File: config.mk
export PLATFORM = sky130hd
export DESIGN_NAME = multicycle_ctrl
export DESIGN_NICKNAME = d
export VERILOG_FILES = /design/src/rtl/multicycle_ctrl.sv
export SDC_FILE = /design/constraint.sdc
export NUM_CORES = 1
export LEC_CHECK = 0
export BUFFER_PORTS_ARGS = -buffer_cell sky130_fd_sc_hd__buf_2
export CORE_MARGIN = 2
export CORE_UTILIZATION = 47
export DETAILED_ROUTE_END_ITERATION = 7
export GPL_ROUTABILITY_DRIVEN = 0
export PLACE_DENSITY = 0.77
export SKIP_CTS_REPAIR_TIMING = 1
export SYNTH_ARGS = -nofsm -noshare
export SYNTH_HDL_FRONTEND = slang
export SYNTH_SLANG_ARGS = --single-unit
File: constraint.sdc
create_clock -name clock -period 2.4 [get_ports clock]
set_input_delay 0.24 -clock clock [delete_from_list [all_inputs] [get_ports clock]]
set_output_delay 0.24 -clock clock [all_outputs]
set_load 0.02 [all_outputs]
File: src/rtl/multicycle_ctrl.sv
// Multicycle MIPS-subset control unit: FETCH/DECODE/EXEC/MEM/WB sequencer with retire counter.
// Latency: j 2, beq 3, R-type/ori/lui 4, sw 4+w, lw 5+w cycles (w = mem_ready=0 cycles in MEM).
// Backpressure: MEM holds while mem_ready=0; nothing else stalls.
// Ports: clock/reset (async active-low); ins, zero, mem_ready in; PC/IR/reg/mem write strobes,
//        datapath selects, ALUctr, state, retire/illegal pulses and icount out.
module multicycle_ctrl #(
    parameter int ICNT_W = 32
) (
    input  logic              clock,
    input  logic              reset,
    input  logic [31:0]       ins,
    input  logic              zero,
    input  logic              mem_ready,
    output logic              PCWr,
    output logic              IRWr,
    output logic              RegWr,
    output logic              MemWr,
    output logic              nPC_sel,
    output logic              jumpCtr,
    output logic              RegDst,
    output logic              ExtOp,
    output logic              ALUSrc,
    output logic              MemtoReg,
    output logic [2:0]        ALUctr,
    output logic [2:0]        state,
    output logic              retire,
    output logic              illegal,
    output logic [ICNT_W-1:0] icount
);

    typedef enum logic [2:0] {
        S_FETCH  = 3'd0,
        S_DECODE = 3'd1,
        S_EXEC   = 3'd2,
        S_MEM    = 3'd3,
        S_WB     = 3'd4
    } state_t;

    localparam logic [2:0] ALU_ADD = 3'b000;
    localparam logic [2:0] ALU_SUB = 3'b001;
    localparam logic [2:0] ALU_OR  = 3'b010;
    localparam logic [2:0] ALU_LUI = 3'b011;

    state_t state_q;
    state_t state_d;

    logic [5:0] op;
    logic [5:0] funct;
    logic is_addu, is_subu, is_ori, is_lw, is_sw, is_beq, is_lui, is_j, is_legal;

    assign op    = ins[31:26];
    assign funct = ins[5:0];

    assign is_addu  = (op == 6'b000000) && (funct == 6'b100001);
    assign is_subu  = (op == 6'b000000) && (funct == 6'b100011);
    assign is_ori   = (op == 6'b001101);
    assign is_lw    = (op == 6'b100011);
    assign is_sw    = (op == 6'b101011);
    assign is_beq   = (op == 6'b000100);
    assign is_lui   = (op == 6'b001111);
    assign is_j     = (op == 6'b000010);
    assign is_legal = is_addu | is_subu | is_ori | is_lw | is_sw | is_beq | is_lui | is_j;

    // Raw (ungated) strobes from the FSM; reset masks them below.
    logic pcwr_c, irwr_c, regwr_c, memwr_c, npc_c, jump_c, retire_c, illegal_c;

    always_ff @(posedge clock or negedge reset) begin
        if (!reset) begin
            state_q <= S_FETCH;
        end else begin
            state_q <= state_d;
        end
    end

    always_comb begin
        state_d   = S_FETCH;
        pcwr_c    = 1'b0;
        irwr_c    = 1'b0;
        regwr_c   = 1'b0;
        memwr_c   = 1'b0;
        npc_c     = 1'b0;
        jump_c    = 1'b0;
        retire_c  = 1'b0;
        illegal_c = 1'b0;
        case (state_q)
            S_FETCH: begin
                irwr_c  = 1'b1;
                pcwr_c  = 1'b1;
                state_d = S_DECODE;
            end
            S_DECODE: begin
                if (is_j) begin
                    pcwr_c   = 1'b1;
                    jump_c   = 1'b1;
                    retire_c = 1'b1;
                    state_d  = S_FETCH;
                end else if (!is_legal) begin
                    illegal_c = 1'b1;
                    state_d   = S_FETCH;
                end else begin
                    state_d = S_EXEC;
                end
            end
            S_EXEC: begin
                if (is_beq) begin
                    pcwr_c   = zero;
                    npc_c    = zero;
                    retire_c = 1'b1;
                    state_d  = S_FETCH;
                end else if (is_lw || is_sw) begin
                    state_d = S_MEM;
                end else if (is_addu || is_subu || is_ori || is_lui) begin
                    state_d = S_WB;
                end else begin
                    // ins changed under us to something not executable here: restart.
                    state_d = S_FETCH;
                end
            end
            S_MEM: begin
                memwr_c = is_sw;
                if (!mem_ready) begin
                    state_d = S_MEM;
                end else if (is_lw) begin
                    state_d = S_WB;
                end else begin
                    retire_c = is_sw;
                    state_d  = S_FETCH;
                end
            end
            S_WB: begin
                regwr_c  = 1'b1;
                retire_c = 1'b1;
                state_d  = S_FETCH;
            end
            default: state_d = S_FETCH;
        endcase
    end

    assign PCWr    = reset & pcwr_c;
    assign IRWr    = reset & irwr_c;
    assign RegWr   = reset & regwr_c;
    assign MemWr   = reset & memwr_c;
    assign nPC_sel = reset & npc_c;
    assign jumpCtr = reset & jump_c;
    assign retire  = reset & retire_c;
    assign illegal = reset & illegal_c;
    assign state   = state_q;

    // Datapath selects follow ins only in the post-fetch states; zero in FETCH and unused codes.
    logic sel_en;
    assign sel_en = (state_q == S_DECODE) || (state_q == S_EXEC) ||
                    (state_q == S_MEM)    || (state_q == S_WB);

    always_comb begin
        ExtOp    = 1'b0;
        ALUSrc   = 1'b0;
        RegDst   = 1'b0;
        MemtoReg = 1'b0;
        ALUctr   = ALU_ADD;
        if (sel_en) begin
            ExtOp    = is_lw | is_sw | is_beq;
            ALUSrc   = is_ori | is_lui | is_lw | is_sw;
            RegDst   = is_addu | is_subu;
            MemtoReg = is_lw;
            if (is_subu || is_beq) ALUctr = ALU_SUB;
            else if (is_ori)       ALUctr = ALU_OR;
            else if (is_lui)       ALUctr = ALU_LUI;
            else                   ALUctr = ALU_ADD;
        end
    end

    always_ff @(posedge clock or negedge reset) begin
        if (!reset) begin
            icount <= '0;
        end else if (retire_c) begin
            icount <= icount + ICNT_W'(1);
        end
    end

endmodule

==> results of run 1 <==
how the worst max path moves through the flow:
stage / startpoint / end / slack (ps) / cells after the start
after floorplan: ins[26] / jumpCtr / 340 / 4
after global placement: ins[26] / retire / 120 / 7
after detailed placement: ins[26] / icount[28]$_DFFE_PN0N_ / 130 / 7
after CTS: state[0]$_DFF_PN0_ / retire / 70 / 6
after global routing: ins[29] / retire / 20 / 7
final: ins[29] / retire / 120 / 7
state kept, by name, indices dropped and copies added (netlist names):
| signal | flops |
|---|---|
| state | 3 |
| icount | 32 |
metal layers:
metal	up-vias	global-route usage [%]	wire length [µm]	share of wire [%]
met5	-	0	0	0
met4	0	8.18	60	1.3
met1	903	28.1	2200	47
met2	42	30.9	2260	48
met3	6	4.56	210	4.4
li1	923	-	-	-
worst max-delay path: stages:
cell     delay (ps)
buf_2           140
or4_1           630
nor4_1          280
o31a_2          290
nor2_1          120
nor2b_1         150
buf_2           190
placed cells by master (no fill, tap or decap), types with 7 or more instances in the layout:
cell type / netlist / layout
and2_1: 8 / 8
buf_4: 2 / 8
and3_1: 10 / 10
o211ai_1: 7 / 7
buf_2: 1 / 64
xnor2_1: 31 / 31
o2111ai_1: 16 / 16
nor2_1: 17 / 17
o21ai_0: 11 / 11
dfrtp_1: 35 / 34
per-stage QoR:
| stage | setup WS, ps | cells | total power, mW | cell area, µm² | util, % |
|---|---|---|---|---|---|
| floorplan | 337 | 219 | 0.843 | 2110 | - |
| global placement | 122 | 326 | 0.934 | 2460 | 57.0 |
| detailed placement | 132 | 326 | 0.939 | 2460 | 57.0 |
| CTS | 74.0 | 334 | 1.49 | 2580 | 59.7 |
| global route | 23.0 | 335 | 1.56 | 2590 | 60.0 |
| finish | 123 | 335 | 1.48 | 2590 | 60.0 |
layout make-up:
cell class                 count  area (µm²)  area share, %
clock inverter                 2        35.0           1.35
multi-input combinational    164        1130           43.7
tap                           52        65.1           2.51
inverter                       3        11.3          0.434
timing repair buffer          73         390           15.1
sequential                    35         877           33.8
clock buffer                   6        82.6           3.18
power by group through the flow:
stage	clock network, mW	registers [mW]	logic [mW]
CTS	0.564	0.660	0.269
floorplan	0	0.677	0.166
finish	0.552	0.663	0.268
global placement	0	0.669	0.266
detailed placement	0	0.671	0.268
global route	0.591	0.670	0.296
cells by family (layout without fill, tap and decap cells):
kind of cell,after synthesis,in the layout
AND/OR/NAND/NOR,85,85
AO/OA/AOI/OAI,44,44
flip-flops,35,35
XOR/XNOR,32,32
buffers and inverters,20,84
adder cells (fa/ha/maj),1,1
other,1,1
multiplexers,1,1
==> impl_metrics.py, run 1 <==
metrics = {
    "status": {
        "status": "completed",
    },
    "logic_synthesis": {
        "synth_common_cells": "dfrtp_1, xnor2_1, nor2_1, o2111ai_1, clkbuf_1",
        "syn_nets": 256,
        "synth-edff-count": 0,
        "synth_fa_ha_area_share_pct": 0.594,
        "yosys_register_bits": 35,
        "yosysMostFrequentCell": "dfrtp_1",
        "synth_top_flop_cell": "dfrtp_1",
        "synth_top_area_cell": "dfrtp_1",
        "synth-compound-area-share_pct": 15.1,
        "yosysSeqAreaShare_pct": 41.6,
        "synth_top_area_share_pct": 41.6,
        "ys_warn_count": 0,
        "synth_top_family_by_area": "simple AND/OR/NAND/NOR gates",
        "ys_top_cells_by_area": "dfrtp_1, xnor2_1, o2111ai_1, nor2_1, and3_1",
        "muxShareOfSynthArea_pct": 0.534,
        "synthSimpleGateAreaFrac_pct": 24.0,
        "synthDistinctLibCells": 41,
        "ys_async_sr_fraction_pct": 100,
        "avgSynthCellArea_um2": 9.62,
        "syn_area_mm2": 0.00211,
        "synth_xor_area_share_pct": 13.3,
        "synthCells": 219,
    },
    "floorplan": {
        "die-height_um": 71.0,
        "initial_core_util_pct": 48.7,
        "fp.dieW_um": 71.0,
        "fp.dieArea_mm2": 0.00503,
        "core_area_mm2": 0.00432,
        "io_pins": 86,
        "rows": 24,
    },
    "clocking": {
        "clk_pin_slew_ps": 70,
        "cts_buffers": 5,
        "worstSkewPairLatency_ps": 290,
        "ctsHtreeMaxLevel": 2,
        "cts_root_buf": "clkbuf_8",
        "clkSinkCount": 35,
        "clock_path_buffers": 2,
        "cts_tree": "yes",
    },
    "power_and_ir_drop": {
        "peakVddDrop_mv": 0.515,
        "power_frac_seq_pct": 44.7,
        "p_per_area_mw_per_mm2": 572,
        "p_sw_share_pct": 29.3,
        "p_leak_nw": 1.24,
        "clkPwrFrac_pct": 37.2,
        "p_int_mw": 1.05,
        "combinationalPowerShare_pct": 18.1,
        "p_sw_mw": 0.435,
    },
    "global_routing": {
        "overflow": 0,
        "gr-usage-all-layers_pct": 20.2,
        "grt_max_degree": 31,
        "grt_first_pass_wirelength_mm": 8.19,
        "grt_pass1_vias": 1715,
        "antenna_found_initial": 0,
    },
    "hold_path": {
        "min_to": "state[0]$_DFF_PN0_",
        "worstHoldPathType": "in -> reg",
        "min_from": "mem_ready",
        "holdPathStages": 3,
    },
    "place": {
        "post-dp-hpwl_mm": 3.42,
        "portBuffers": 64,
    },
    "route": {
        "drc_errors": 0,
        "drt.antenna.violating_nets": 0,
        "viasPerCell": 5.59,
        "wl_per_cell_um": 14.1,
        "dr.pass1.iters": 4,
        "drt_iter0_drc": 153,
        "vias": 1874,
        "wl_mm": 4.73,
    },
    "setup_path": {
        "arrival_ps": 2040,
        "start_kind": "input port",
        "cp_max_fo": 9,
        "regToRegEndpoint": "icount[28]$_DFFE_PN0N_",
        "worstSetupEndpointType": "output port",
        "reg2reg_slack_ps": 500,
        "worstPathRequired_ps": 2160,
        "reg2reg_depth": 7,
        "r2r-start": "state[1]$_DFF_PN0_",
        "worstSetupPathType": "in -> out",
    },
    "layout": {
        "drive_above_1_share_pct": 30.4,
        "fillCellCount": 402,
        "diodes": 0,
        "nets": 319,
        "syn_to_final_growth_pct": 23.1,
    },
    "timing": {
        "finalCritPeriodShare_pct": 94.9,
        "min_period_ps": 2280,
        "fin_hold_ws_ps": 260,
        "setup_viol": 0,
        "skew_ps": 11.6,
        "finalHoldViolCount": 0,
        "worst_slew_pin_slew_ps": 544,
        "slew_viol_final": 0,
        "fin_setup_tns_ps": 0,
        "max_freq_mhz": 439,
        "grt_setup_unrepaired": "no",
        "maxSlewHeadroom_pct": 63.7,
    },
    "run": {
        "maxCapViolCount": 0,
    },
}
Power figures use the tool's default switching activity.
==> inputs of run 2 (changes only) <==
--- a/config.mk
+++ b/config.mk
@@ -10,7 +10,7 @@
 export CORE_UTILIZATION = 47
 export DETAILED_ROUTE_END_ITERATION = 7
 export GPL_ROUTABILITY_DRIVEN = 0
-export PLACE_DENSITY = 0.77
+export PLACE_DENSITY = 0.75
 export SKIP_CTS_REPAIR_TIMING = 1
 export SYNTH_ARGS = -nofsm -noshare
 export SYNTH_HDL_FRONTEND = slang
==> run 2 against run 1 <==
Compared with the run above:
- non-clock buffer count grew 1
- via count grew 0.48%
- design area shrank 0.43%
- power shrank 5.6%
- critical path depth shrank 1
- largest power group unchanged
==> impl_metrics.py, run 2 (synthesized netlist as in run 1, its figures left out) <==
metrics = {
    "timing": {
        "min_period_ps": 2170,
        "skew_ps": 6.94,
        "finalHoldViolCount": 0,
        "maxSlewHeadroom_pct": 61.8,
        "fin_setup_tns_ps": 0,
        "slew_viol_final": 0,
        "grt_setup_unrepaired": "no",
        "finalCritPeriodShare_pct": 90.4,
        "max_freq_mhz": 461,
        "setup_viol": 0,
        "worst_slew_pin_slew_ps": 573,
    },
    "power_and_ir_drop": {
        "power_mw": 1.40,
        "peakVddDrop_mv": 0.316,
        "p_sw_share_pct": 30.6,
        "p_int_mw": 0.972,
        "combinationalPowerShare_pct": 19.2,
        "clkPwrFrac_pct": 33.5,
        "p_leak_nw": 1.24,
        "p_sw_mw": 0.428,
        "p_per_area_mw_per_mm2": 542,
        "power_frac_seq_pct": 47.4,
    },
    "route": {
        "drt_iter0_drc": 135,
        "wl_met1_mm": 2.27,
        "vias": 1883,
        "drc_errors": 0,
        "viasPerCell": 5.60,
        "dr.pass1.iters": 4,
        "wl_per_cell_um": 14.2,
        "wl_met2_mm": 2.27,
        "drt.antenna.violating_nets": 0,
        "top_layer": "met4",
        "wl_mm": 4.78,
        "dr_wl_met3_um": 172,
    },
    "setup_path": {
        "arrival_ps": 1930,
        "worstPathRequired_ps": 2160,
        "regToRegEndpoint": "icount[4]$_DFFE_PN0N_",
        "crit_end": "retire",
        "worstSetupPathType": "reg -> out",
        "reg2reg_depth": 7,
        "crit_start": "state[0]$_DFF_PN0_",
        "r2r-start": "state[1]$_DFF_PN0_",
        "start_kind": "flop",
        "worstSetupEndpointType": "output port",
        "cp_max_fo": 13,
        "reg2reg_slack_ps": 490,
    },
    "global_routing": {
        "grt_max_degree": 31,
        "antenna_found_initial": 0,
        "grt_first_pass_wirelength_mm": 7.93,
        "gr-usage-all-layers_pct": 19.7,
        "grt_pass1_vias": 1764,
        "overflow": 0,
    },
    "clocking": {
        "clock_path_buffers": 2,
        "ctsHtreeMaxLevel": 2,
        "cts_buffers": 5,
        "clk_pin_slew_ps": 70,
        "worstSkewPairLatency_ps": 290,
        "cts_tree": "yes",
        "cts_root_buf": "clkbuf_8",
        "clkSinkCount": 35,
    },
    "floorplan": {
        "initial_core_util_pct": 48.7,
        "fp.dieW_um": 71.0,
        "rows": 24,
        "die-height_um": 71.0,
        "io_pins": 86,
        "fp.dieArea_mm2": 0.00503,
        "core_area_mm2": 0.00432,
    },
    "layout": {
        "largest_register_ffs": 32,
        "syn_to_final_growth_pct": 22.6,
        "seq_area_um2": 876,
        "fillCellCount": 408,
        "drive_above_1_share_pct": 29.9,
        "nets": 320,
        "multiInputGateArea_mm2": 0.00113,
        "diodes": 0,
        "regMostFlops": "icount",
        "fin_util_pct": 59.7,
        "final_cell_mix": "buf_2, dfrtp_1, xnor2_1, nor2_1, o2111ai_1",
        "final_common_cell": "buf_2",
    },
    "place": {
        "portBuffers": 64,
        "post-dp-hpwl_mm": 3.44,
    },
    "run": {
        "maxCapViolCount": 0,
    },
    "hold_path": {
        "worstHoldPathType": "in -> reg",
    },
    "status": {
        "status": "completed",
    },
}
## run 2: how the worst min path moves through the flow
stage	depth (start not counted)	from	endpoint	slack [ps]
6_report	3	mem_ready	state[0]$_DFF_PN0_	260
5_1_grt	3	mem_ready	state[0]$_DFF_PN0_	290
4_1_cts	2	reset	icount[16]$_DFFE_PN0N_	-70
3_5_place_dp	2	reset	state[1]$_DFF_PN0_	240
3_3_place_gp	2	reset	icount[4]$_DFFE_PN0N_	240
2_1_floorplan	0	reset	icount[0]$_DFFE_PN0N_	-60
## run 2: power groups by stage
| stage | combinational [mW] | sequential (mW) | clock, mW |
|---|---|---|---|
| after floorplan | 0.166 | 0.677 | 0 |
| after global placement | 0.263 | 0.674 | 0 |
| after detailed placement | 0.270 | 0.676 | 0 |
| after CTS | 0.270 | 0.664 | 0.478 |
| after global routing | 0.298 | 0.672 | 0.502 |
| final | 0.268 | 0.664 | 0.469 |
## run 2: cell type report
type / instances / share of cell area [%]
inverters: 3 / 0.436
well taps: 52 / 2.52
multi-input cells: 164 / 43.8
flip-flops and latches: 35 / 33.9
repair buffers: 74 / 15.4
clock buffers: 8 / 3.88
## run 2: per-stage QoR
stage | instances | instance area, µm² | worst slack (ps) | hold WS [ps]
2_1_floorplan | 219 | 2110 | 337 | -55.6
3_3_place_gp | 327 | 2470 | 234 | 243
4_1_cts | 335 | 2570 | 217 | -71.9
6_report | 336 | 2580 | 230 | 263
3_5_place_dp | 327 | 2470 | 165 | 242
5_1_grt | 336 | 2580 | 21.6 | 292
## run 2: per-layer routing
metal,global-route usage (%),vias to the layer above
li1,-,931
met1,25.1,906
met2,33.2,38
met3,3.99,8
met4,7.55,0
met5,0,-
## run 2: critical path, cell delays in order, from the launching register on
cell and delay [ps]:
dfrtp_1 560, nand2b_1 210, nor4_1 60, o31a_2 360, nor2_1 220, nor2b_1 70, buf_2 170
==> inputs of run 3 (changes only) <==
--- a/config.mk
+++ b/config.mk
@@ -5,12 +5,14 @@
 export SDC_FILE = /design/constraint.sdc
 export NUM_CORES = 1
 export LEC_CHECK = 0
+export ABC_AREA = 1
 export BUFFER_PORTS_ARGS = -buffer_cell sky130_fd_sc_hd__buf_2
+export CAP_MARGIN = 40
 export CORE_MARGIN = 2
 export CORE_UTILIZATION = 47
 export DETAILED_ROUTE_END_ITERATION = 7
 export GPL_ROUTABILITY_DRIVEN = 0
-export PLACE_DENSITY = 0.75
+export PLACE_DENSITY = 0.72
 export SKIP_CTS_REPAIR_TIMING = 1
 export SYNTH_ARGS = -nofsm -noshare
 export SYNTH_HDL_FRONTEND = slang
==> run 3 against run 2 <==
Compared with the run above:
- synthesized cell count grew 100%
- clock-buffer cell count decreased by 1
- die area increased by 24%
- sequential cell count is the same
- final cell count increased by 73%
==> impl_metrics.py, run 3 <==
metrics = {
    "route": {
        "dr.pass1.iters": 4,
        "drc_errors": 0,
        "drt_iter0_drc": 157,
        "drt.antenna.violating_nets": 0,
        "wl_mm": 6.63,
        "wl_per_cell_um": 11.4,
        "viasPerCell": 4.76,
        "vias": 2762,
    },
    "layout": {
        "syn_to_final_growth_pct": 17.0,
        "fin_util_pct": 56.3,
        "drive_above_1_share_pct": 18.5,
        "largest_register_ffs": 32,
        "final_cell_mix": "nand2_1, buf_2, nor2_1, inv_1, dfrtp_1",
        "final_common_cell": "nand2_1",
        "regMostFlops": "icount",
        "nets": 544,
        "diodes": 0,
    },
    "timing": {
        "setup_viol": 0,
        "slew_viol_final": 0,
        "min_period_ps": 2090,
        "worst_slew_pin_slew_ps": 835,
        "grt_setup_unrepaired": "no",
        "fin_setup_tns_ps": 0,
        "max_freq_mhz": 478,
        "finalCritPeriodShare_pct": 87.1,
        "skew_ps": 9.67,
        "maxSlewHeadroom_pct": 44.2,
        "finalHoldViolCount": 0,
    },
    "global_routing": {
        "grt_use_met3_pct": 3.75,
        "grt_max_degree": 36,
        "grt_pass1_vias": 2478,
        "antenna_found_initial": 0,
        "grt_first_pass_wirelength_mm": 11.4,
        "gr-usage-met2_pct": 38.2,
        "gr-usage-all-layers_pct": 22.6,
        "grt_use_met1_pct": 30.5,
        "grt-busiest-layer": "met2",
        "overflow": 0,
    },
    "logic_synthesis": {
        "avgSynthCellArea_um2": 5.98,
        "synth_top_area_cell": "dfrtp_1",
        "synthDistinctLibCells": 26,
        "synth_common_cells": "nand2_1, nor2_1, inv_1, dfrtp_1, nand3_1",
        "syn_area_mm2": 0.00264,
        "yosysSeqAreaShare_pct": 33.2,
        "synth_top_flop_cell": "dfrtp_1",
        "synthCells": 441,
        "ys_top_cells_by_area": "dfrtp_1, nand2_1, nor2_1, inv_1, nand3_1",
        "synth-edff-count": 0,
        "yosys_register_bits": 35,
        "syn_nets": 478,
        "yosysMostFrequentCell": "nand2_1",
        "ys_warn_count": 0,
        "ys_async_sr_fraction_pct": 100,
        "synth_top_area_share_pct": 33.2,
    },
    "clocking": {
        "cts_tree": "yes",
        "clkSinkCount": 35,
        "clk_pin_slew_ps": 80,
        "ctsHtreeMaxLevel": 2,
        "clock_path_buffers": 2,
        "cts_buffers": 5,
        "worstSkewPairLatency_ps": 290,
        "cts_root_buf": "clkbuf_8",
    },
    "floorplan": {
        "die-height_um": 78.9,
        "core_area_mm2": 0.00547,
        "fp.dieArea_mm2": 0.00622,
        "fp.dieW_um": 78.9,
        "io_pins": 86,
        "initial_core_util_pct": 48.1,
        "rows": 27,
    },
    "run": {
        "maxCapViolCount": 0,
    },
    "place": {
        "post-dp-hpwl_mm": 4.99,
        "portBuffers": 64,
    },
    "power_and_ir_drop": {
        "p_per_area_mw_per_mm2": 434,
        "p_leak_nw": 1.69,
        "peakVddDrop_mv": 0.240,
    },
    "setup_path": {
        "worstSetupPathType": "reg -> out",
        "r2r-start": "state[2]$_DFF_PN0_",
        "crit_start": "state[1]$_DFF_PN0_",
        "start_kind": "flop",
        "worstSetupEndpointType": "output port",
        "worstPathRequired_ps": 2160,
        "cp_max_fo": 17,
        "reg2reg_depth": 7,
        "regToRegEndpoint": "icount[11]$_DFFE_PN0N_",
        "arrival_ps": 1850,
        "reg2reg_slack_ps": 470,
    },
    "hold_path": {
        "worstHoldPathType": "in -> async",
    },
    "status": {
        "status": "completed",
    },
}
-- run 3: cell types whose count changed in the layout (fill, tap and decap cells not counted), moves of 8 or more --
cell	previous run	this run
nand2_1	6	221
nor2_1	17	62
inv_1	3	40
xnor2_1	31	6
nand3_1	4	24
o2111ai_1	16	0
and3_1	10	0
nor2_2	0	9
o21ai_0	11	2
and2_1	8	0
buf_4	9	1
-- run 3: logic make-up (layout without fill, tap and decap cells) --
kind of cell	after synthesis	in the layout	synth area share, %
flip-flops	35	35	33.2
AND/OR/NAND/NOR	335	336	52.4
adder cells (fa/ha/maj)	1	1	0.475
buffers and inverters	52	118	8.64
XOR/XNOR	13	13	4.32
AO/OA/AOI/OAI	4	4	0.807
other	1	1	0.142
-- run 3: layer usage --
| layer | up-vias | wire, µm | part of all wire, % |
|---|---|---|---|
| met1 | 1220 | 3120 | 47 |
| li1 | 1469 | - | - |
| met4 | 0 | 48 | 0.72 |
| met2 | 68 | 3070 | 46 |
| met5 | - | 0 | 0 |
| met3 | 5 | 397 | 6.0 |
-- run 3: worst max-delay path by stage --
| stage | to | cells past startpoint |
|---|---|---|
| final | retire | 7 |
| after global routing | retire | 7 |
| after CTS | retire | 8 |
| after detailed placement | icount[29]$_DFFE_PN0N_ | 7 |
| after global placement | retire | 8 |
| after floorplan | MemtoReg | 7 |
-- run 3: metrics by stage --
stage | cells | worst slack (ps) | instance area, µm² | power, mW | hold WS, ps
floorplan | 441 | 596 | 2640 | 0.841 | -55.6
global placement | 571 | 497 | 2990 | 0.929 | 390
detailed placement | 571 | 482 | 2990 | 0.935 | 395
CTS | 579 | 157 | 3080 | 1.36 | 80.7
global route | 580 | 139 | 3080 | 1.41 | 113
finish | 580 | 309 | 3080 | 1.34 | 65.3
-- run 3: cell type report --
cell class              count  area [µm²]
clock inverters             1        5.00
clock buffers               7        76.3
multi-input cells         355        1540
fillers                   588        2390
well taps                  72        90.1
inverters                  45         169
repair buffers             65         328
flip-flops and latches     35         876
-- run 3: power breakdown --
part / switching [mW] / internal [mW]
Sequential: 0.0362 / 0.612
Clock: 0.212 / 0.204
Combinational: 0.188 / 0.0849
Total: 0.435 / 0.901
-- run 3: worst max-delay path, stage by stage, from the launching register on --
cell	delay, ps
dfrtp_1	430
nand2_1	110
nor2_1	70
nand4_1	140
nand2_1	160
nor2_4	420
nor2_1	70
buf_2	170
